--- src/rtl/uart_tx_fifo.sv ---
// uart_tx_fifo
//   UART transmitter with a small TX FIFO in front of it. Software pushes words
//   through a valid/ready handshake. The FSM pops the FIFO head and serialises it
//   as START, DATA (LSB first), optional PARITY, then STOP. Queued words follow
//   each other with no idle gap between frames.
//
//   Optional feature: define UART_TX_PARITY_EN to compile in parity generation.
//   Without it, cfg_parity is ignored and frames carry no parity bit.
//
// Parameters
//   DATA_BITS   data bits per frame (5..9)
//   FIFO_DEPTH  FIFO entries, power of two >= 2
//   BAUD_W      width of baud_div
//
// Ports
//   clk         system clock, posedge
//   rst         asynchronous active-high reset
//   baud_div    clocks per bit (0 behaves as 1)
//   cfg_stop2   0: one stop bit, 1: two stop bits
//   cfg_parity  00 none, 01 even, 10 odd, 11 none
//   tx_valid    write request
//   tx_data     word to queue
//   tx_ready    FIFO not full
//   tx          serial output, idle high (registered)
//   tx_busy     frame in progress (registered)
//   tx_done     one-cycle pulse per completed frame (registered)
//   fifo_level  number of queued words
module uart_tx_fifo #(
  parameter int DATA_BITS  = 8,
  parameter int FIFO_DEPTH = 4,
  parameter int BAUD_W     = 32
) (
  input  logic                          clk,
  input  logic                          rst,
  input  logic [BAUD_W-1:0]             baud_div,
  input  logic                          cfg_stop2,
  input  logic [1:0]                    cfg_parity,
  input  logic                          tx_valid,
  input  logic [DATA_BITS-1:0]          tx_data,
  output logic                          tx_ready,
  output logic                          tx,
  output logic                          tx_busy,
  output logic                          tx_done,
  output logic [$clog2(FIFO_DEPTH):0]   fifo_level
);

  localparam int              PTR_W     = $clog2(FIFO_DEPTH);
  localparam logic [PTR_W:0]  DEPTH_CNT = (PTR_W+1)'(FIFO_DEPTH);
  localparam logic [3:0]      LAST_BIT  = 4'(DATA_BITS - 1);

`ifdef UART_TX_PARITY_EN
  typedef enum logic [2:0] {IDLE, START, DATA, PARITY, STOP} state_t;
`else
  typedef enum logic [2:0] {IDLE, START, DATA, STOP} state_t;
`endif

  // FIFO storage and bookkeeping
  logic [DATA_BITS-1:0] mem [FIFO_DEPTH];
  logic [PTR_W-1:0]     wr_ptr, rd_ptr;
  logic [PTR_W:0]       count;
  logic                 push, pop, full, empty;

  assign full       = (count == DEPTH_CNT);
  assign empty      = (count == '0);
  assign tx_ready   = !full;
  assign fifo_level = count;
  assign push       = tx_valid && !full;

  always_ff @(posedge clk) begin
    if (push) mem[wr_ptr] <= tx_data;
  end

  // Pointers wrap naturally because the depth is a power of two
  always_ff @(posedge clk or posedge rst) begin
    if (rst) begin
      wr_ptr <= '0;
      rd_ptr <= '0;
      count  <= '0;
    end else begin
      if (push) wr_ptr <= wr_ptr + 1'b1;
      if (pop)  rd_ptr <= rd_ptr + 1'b1;
      case ({push, pop})
        2'b10:   count <= count + 1'b1;
        2'b01:   count <= count - 1'b1;
        default: ;
      endcase
    end
  end

  // Transmitter state
  state_t               state, state_next;
  logic [BAUD_W-1:0]    cnt, cnt_next;
  logic [BAUD_W-1:0]    n_reg, n_next;
  logic [3:0]           bit_idx, bit_next;
  logic [DATA_BITS-1:0] shift, shift_next;
  logic                 stop2_reg, stop2_next;
  logic                 tx_next, busy_next, done_next;
  logic                 load_frame, bit_end;

`ifdef UART_TX_PARITY_EN
  logic par_en, par_en_next, par_bit, par_bit_next;
`else
  logic unused_cfg_parity;
  assign unused_cfg_parity = ^cfg_parity;
`endif

  assign bit_end = (cnt == n_reg - 1'b1);

  always_ff @(posedge clk or posedge rst) begin
    if (rst) begin
      state     <= IDLE;
      cnt       <= '0;
      n_reg     <= BAUD_W'(1);
      bit_idx   <= '0;
      shift     <= '0;
      stop2_reg <= 1'b0;
      tx        <= 1'b1;
      tx_busy   <= 1'b0;
      tx_done   <= 1'b0;
`ifdef UART_TX_PARITY_EN
      par_en    <= 1'b0;
      par_bit   <= 1'b0;
`endif
    end else begin
      state     <= state_next;
      cnt       <= cnt_next;
      n_reg     <= n_next;
      bit_idx   <= bit_next;
      shift     <= shift_next;
      stop2_reg <= stop2_next;
      tx        <= tx_next;
      tx_busy   <= busy_next;
      tx_done   <= done_next;
`ifdef UART_TX_PARITY_EN
      par_en    <= par_en_next;
      par_bit   <= par_bit_next;
`endif
    end
  end

  // Next-state logic. tx/tx_busy/tx_done are computed here one cycle early
  // and registered, so the line changes exactly on the bit boundary.
  always_comb begin
    state_next = state;
    cnt_next   = cnt;
    n_next     = n_reg;
    bit_next   = bit_idx;
    shift_next = shift;
    stop2_next = stop2_reg;
    tx_next    = tx;
    busy_next  = tx_busy;
    done_next  = 1'b0;
    load_frame = 1'b0;
    pop        = 1'b0;
`ifdef UART_TX_PARITY_EN
    par_en_next  = par_en;
    par_bit_next = par_bit;
`endif

    case (state)
      IDLE: begin
        tx_next   = 1'b1;
        busy_next = 1'b0;
        if (!empty) load_frame = 1'b1;
      end
      START: begin
        if (bit_end) begin
          cnt_next   = '0;
          bit_next   = '0;
          state_next = DATA;
          tx_next    = shift[0];
        end else begin
          cnt_next = cnt + 1'b1;
        end
      end
      DATA: begin
        if (bit_end) begin
          cnt_next = '0;
          if (bit_idx == LAST_BIT) begin
            bit_next = '0;
`ifdef UART_TX_PARITY_EN
            if (par_en) begin
              state_next = PARITY;
              tx_next    = par_bit;
            end else begin
              state_next = STOP;
              tx_next    = 1'b1;
            end
`else
            state_next = STOP;
            tx_next    = 1'b1;
`endif
          end else begin
            bit_next   = bit_idx + 1'b1;
            shift_next = shift >> 1;
            tx_next    = shift[1];
          end
        end else begin
          cnt_next = cnt + 1'b1;
        end
      end
`ifdef UART_TX_PARITY_EN
      PARITY: begin
        if (bit_end) begin
          cnt_next   = '0;
          bit_next   = '0;
          state_next = STOP;
          tx_next    = 1'b1;
        end else begin
          cnt_next = cnt + 1'b1;
        end
      end
`endif
      STOP: begin
        if (bit_end) begin
          cnt_next = '0;
          if (stop2_reg && bit_idx == '0) begin
            bit_next = 4'd1;
          end else begin
            done_next = 1'b1;
            if (!empty) begin
              load_frame = 1'b1;
            end else begin
              state_next = IDLE;
              tx_next    = 1'b1;
              busy_next  = 1'b0;
            end
          end
        end else begin
          cnt_next = cnt + 1'b1;
        end
      end
      default: begin
        state_next = IDLE;
        tx_next    = 1'b1;
        busy_next  = 1'b0;
      end
    endcase

    // Popping the head also latches the per-frame configuration
    if (load_frame) begin
      pop        = 1'b1;
      state_next = START;
      tx_next    = 1'b0;
      busy_next  = 1'b1;
      cnt_next   = '0;
      bit_next   = '0;
      shift_next = mem[rd_ptr];
      n_next     = (baud_div == '0) ? BAUD_W'(1) : baud_div;
      stop2_next = cfg_stop2;
`ifdef UART_TX_PARITY_EN
      par_en_next  = (cfg_parity == 2'b01) || (cfg_parity == 2'b10);
      par_bit_next = (^mem[rd_ptr]) ^ (cfg_parity == 2'b10);
`endif
    end
  end

endmodule

--- config.mk ---
export PLATFORM = sky130hd
export DESIGN_NAME = uart_tx_fifo
export DESIGN_NICKNAME = d
export VERILOG_FILES = /design/src/rtl/uart_tx_fifo.sv
export SDC_FILE = /design/constraint.sdc
export NUM_CORES = 1
export LEC_CHECK = 0
export ABC_AREA = 0
export BUFFER_PORTS_ARGS = -buffer_cell sky130_fd_sc_hd__buf_2
export CAP_MARGIN = 0
export CORE_ASPECT_RATIO = 0.7
export CORE_UTILIZATION = 60
export CTS_BUF_LIST = sky130_fd_sc_hd__clkbuf_16
export DETAILED_ROUTE_END_ITERATION = 7
export PLACE_DENSITY = 0.79
export SLEW_MARGIN = 20
export SYNTH_ARGS = -nofsm -noshare
export SYNTH_HDL_FRONTEND = slang
export SYNTH_SLANG_ARGS = --single-unit
--- constraint.sdc ---
create_clock -name clk -period 7.51 [get_ports clk]
set_input_delay 0.751 -clock clk [delete_from_list [all_inputs] [get_ports clk]]
set_output_delay 0.751 -clock clk [all_outputs]
set_load 0.005 [all_outputs]
==> flow_metrics.py <==
metrics = {
    "run_status": {
        "status": "complete, no violations",
    },
    "cts": {
        "clkTransAtPathRegs_ns": 0.06,
        "cts.sinks": 121,
        "post_cts_resized": 0,
        "root_buffer": "clkbuf_16",
        "cts_buffers": 17,
        "clkLatencyLatePin_ns": 0.42,
        "h-tree-depth": 4,
        "clock_path_buffers": 2,
        "tritoncts": "done",
        "hold_buffers": 0,
        "cts_setup_buffers": 0,
    },
    "die": {
        "die_h_um": 94.8,
        "coreArea_um2": 11900,
        "rows": 33,
        "io_pins": 53,
        "start_util_pct": 62.3,
        "fp.dieW_um": 135,
        "dieArea_um2": 12800,
    },
    "cells_and_area": {
        "syn_to_final_growth_pct": 12.3,
        "finalNetCount": 772,
        "drive_above_1_share_pct": 22.4,
        "multi_input_area_um2": 3870,
        "fill_cells": 851,
        "register_area_um2": 3190,
        "num_antenna_cells": 0,
    },
    "routing": {
        "dr_total_vias": 5878,
        "dr.pass1.iters": 6,
        "drt_iter0_markers": 766,
        "drc": 0,
        "routed_wl_mm": 18.8,
        "viasPerCell": 6.67,
        "avgRoutedWirePerCell_um": 21.3,
        "antenna_left": 0,
    },
    "global_routing": {
        "grt_pass1_wl_mm": 30.0,
        "grt_pass1_vias": 5626,
        "busiest_layer": "met1",
        "grt-ovfl-total": 0,
        "use_met2_pct": 46.4,
        "grt_util_met1_pct": 46.8,
        "grt_max_degree": 85,
        "grtUsageMet3_pct": 7.35,
        "grt_use_total_pct": 31.5,
        "antenna_found_initial": 0,
    },
    "yosys": {
        "async_flop_share_pct": 73.6,
        "yosysMostFrequentCell": "dfrtp_1",
        "synth_top_cell_area_share_pct": 29.5,
        "syn-num-nets": 737,
        "synth_seq_area_share_pct": 43.2,
        "yosys-top-cells-area": "dfrtp_1, edfxtp_1, mux2_2",
        "yosysWarnings": 0,
        "synth_edf_count": 32,
        "ys_top_cells_by_count": "dfrtp_1, nand2_1, mux2_2",
        "ys_ff_latch": 121,
        "synth_area_um2": 7380,
        "ys.flop_type": "dfrtp_1",
        "ys_types": 84,
        "syn-mean-instance-area_um2": 10.9,
        "syn_inst": 676,
        "yosysTopAreaCell": "dfrtp_1",
    },
    "worst_setup_path": {
        "crit_type": "flip-flop to flip-flop",
        "path_buf_inv": 1,
        "cpMostUsedCell": "and3_1",
        "cp_data_required_time_ns": 7.81,
        "rrSetupSlack_ns": 2.60,
        "crit_family": "simple AND/OR/NAND/NOR gates",
        "crit_path_start_kind": "flip-flop",
        "rr_endpoint": "cnt[7]",
        "critPathMaxStageDelay_ns": 0.64,
        "end_kind": "flip-flop",
        "reg2reg_depth": 11,
        "arrival_ns": 5.22,
        "crit_chain": "inv_1, ha_1, nor4b_2, nand4_2, nor4b_1, o22ai_1, nor4_1, and3_1, nand4_4, and3_1, a221o_1",
        "slowest_stage": "nor4b_1",
        "cp_max_fo": 24,
        "r2r_start": "n_reg[1]",
    },
    "sta": {
        "slew_viol_final": 0,
        "worst_slack_ns": 2.60,
        "tns_ns": 0,
        "fin_crit_sh_pct": 65.4,
        "worstMarginPinSlew_ns": 1.01,
        "finalHoldViolations": 0,
        "rsz0062_at_grt": "no",
        "finalCriticalPeriod_ns": 4.91,
        "max-slew-margin-rel_pct": 32.8,
        "achievable-frequency_mhz": 203,
        "finalClockSkew_ns": 0.00754,
        "setup_violations": 0,
    },
    "placed_design": {
        "hpwl_mm": 13.2,
        "io_buffers": 50,
        "gp_congestion": 0.946,
        "dp_worst_setup_slack_ns": 2.86,
    },
    "power": {
        "leakage_nw": 3.50,
        "peakVddDrop_mv": 0.178,
        "p_per_area_nw_per_um2": 228,
    },
    "flow_run": {
        "maxCapViolations": 0,
    },
    "min_path": {
        "holdCritPathClass": "input port to asynchronous set/reset pin",
    },
}
## final cells by class
type	instances	area share (%)
inverters	27	1.24
multi-input cells	490	46.7
repair buffers	54	3.47
clock buffers	17	5.13
flip-flops and latches	121	38.5
clock inverters	15	2.60
well taps	157	2.37
## kinds of logic after synthesis
logic type | count (synthesis) | share of synthesized area, %
AND/OR/NAND/NOR | 260 | 22.0
AO/OA/AOI/OAI | 106 | 11.5
multiplexers | 67 | 11.3
XOR/XNOR | 42 | 4.98
buffers and inverters | 65 | 4.37
adder cells (fa/ha/maj) | 15 | 2.64
flip-flops | 121 | 43.2
## placed cells by master, fill, tap and decap left out, drive strengths merged, types with 20 or more instances in the layout
cell type and instances:
nor4 24, nor2 32, inv 34, buf 54, nand2 37, nand4 23, edfxtp 32, and3 25
nand3 27, xor2 20, mux2 49, dfrtp 87, xnor2 22
## where the power goes
group	internal, mW	switching [mW]
combinational	0.0860	0.112
clock	0.565	0.331
sequential	0.742	0.0528
## how the worst max path moves through the flow
| stage | from | endpoint | slack (ns) | cells past startpoint |
|---|---|---|---|---|
| after floorplan | n_reg[1] | fifo_level[2] | 3.64 | 18 |
| after global placement | n_reg[1] | cnt[7] | 2.91 | 11 |
| after global routing | n_reg[1] | cnt[7] | 2.43 | 11 |
| after detailed placement | n_reg[1] | cnt[7] | 2.86 | 11 |
| final | n_reg[1] | cnt[7] | 2.60 | 11 |
| after CTS | n_reg[1] | cnt[7] | 2.84 | 11 |
## metal layers
metal  wire length [um]  vias up  share of wire (%)
met2               8120      294                 43
met3               1850       20                9.8
met1               8690     2903                 46
met4                150        0               0.80
met5                  0        -                  0
li1                   -     2661                  -
## stage by stage
stage	instances	util [%]	hold WS [ns]	power [mW]	area [um^2]
after global routing	881	69.9	0.179	1.95	8290
after global placement	848	64.4	0.482	0.985	7630
after detailed placement	848	64.4	0.500	1.00	7630
final	881	69.9	0.189	1.89	8290
after floorplan	676	-	0.464	0.924	7380
after CTS	880	69.8	0.179	1.89	8270
(Power assumes the default switching activity.)
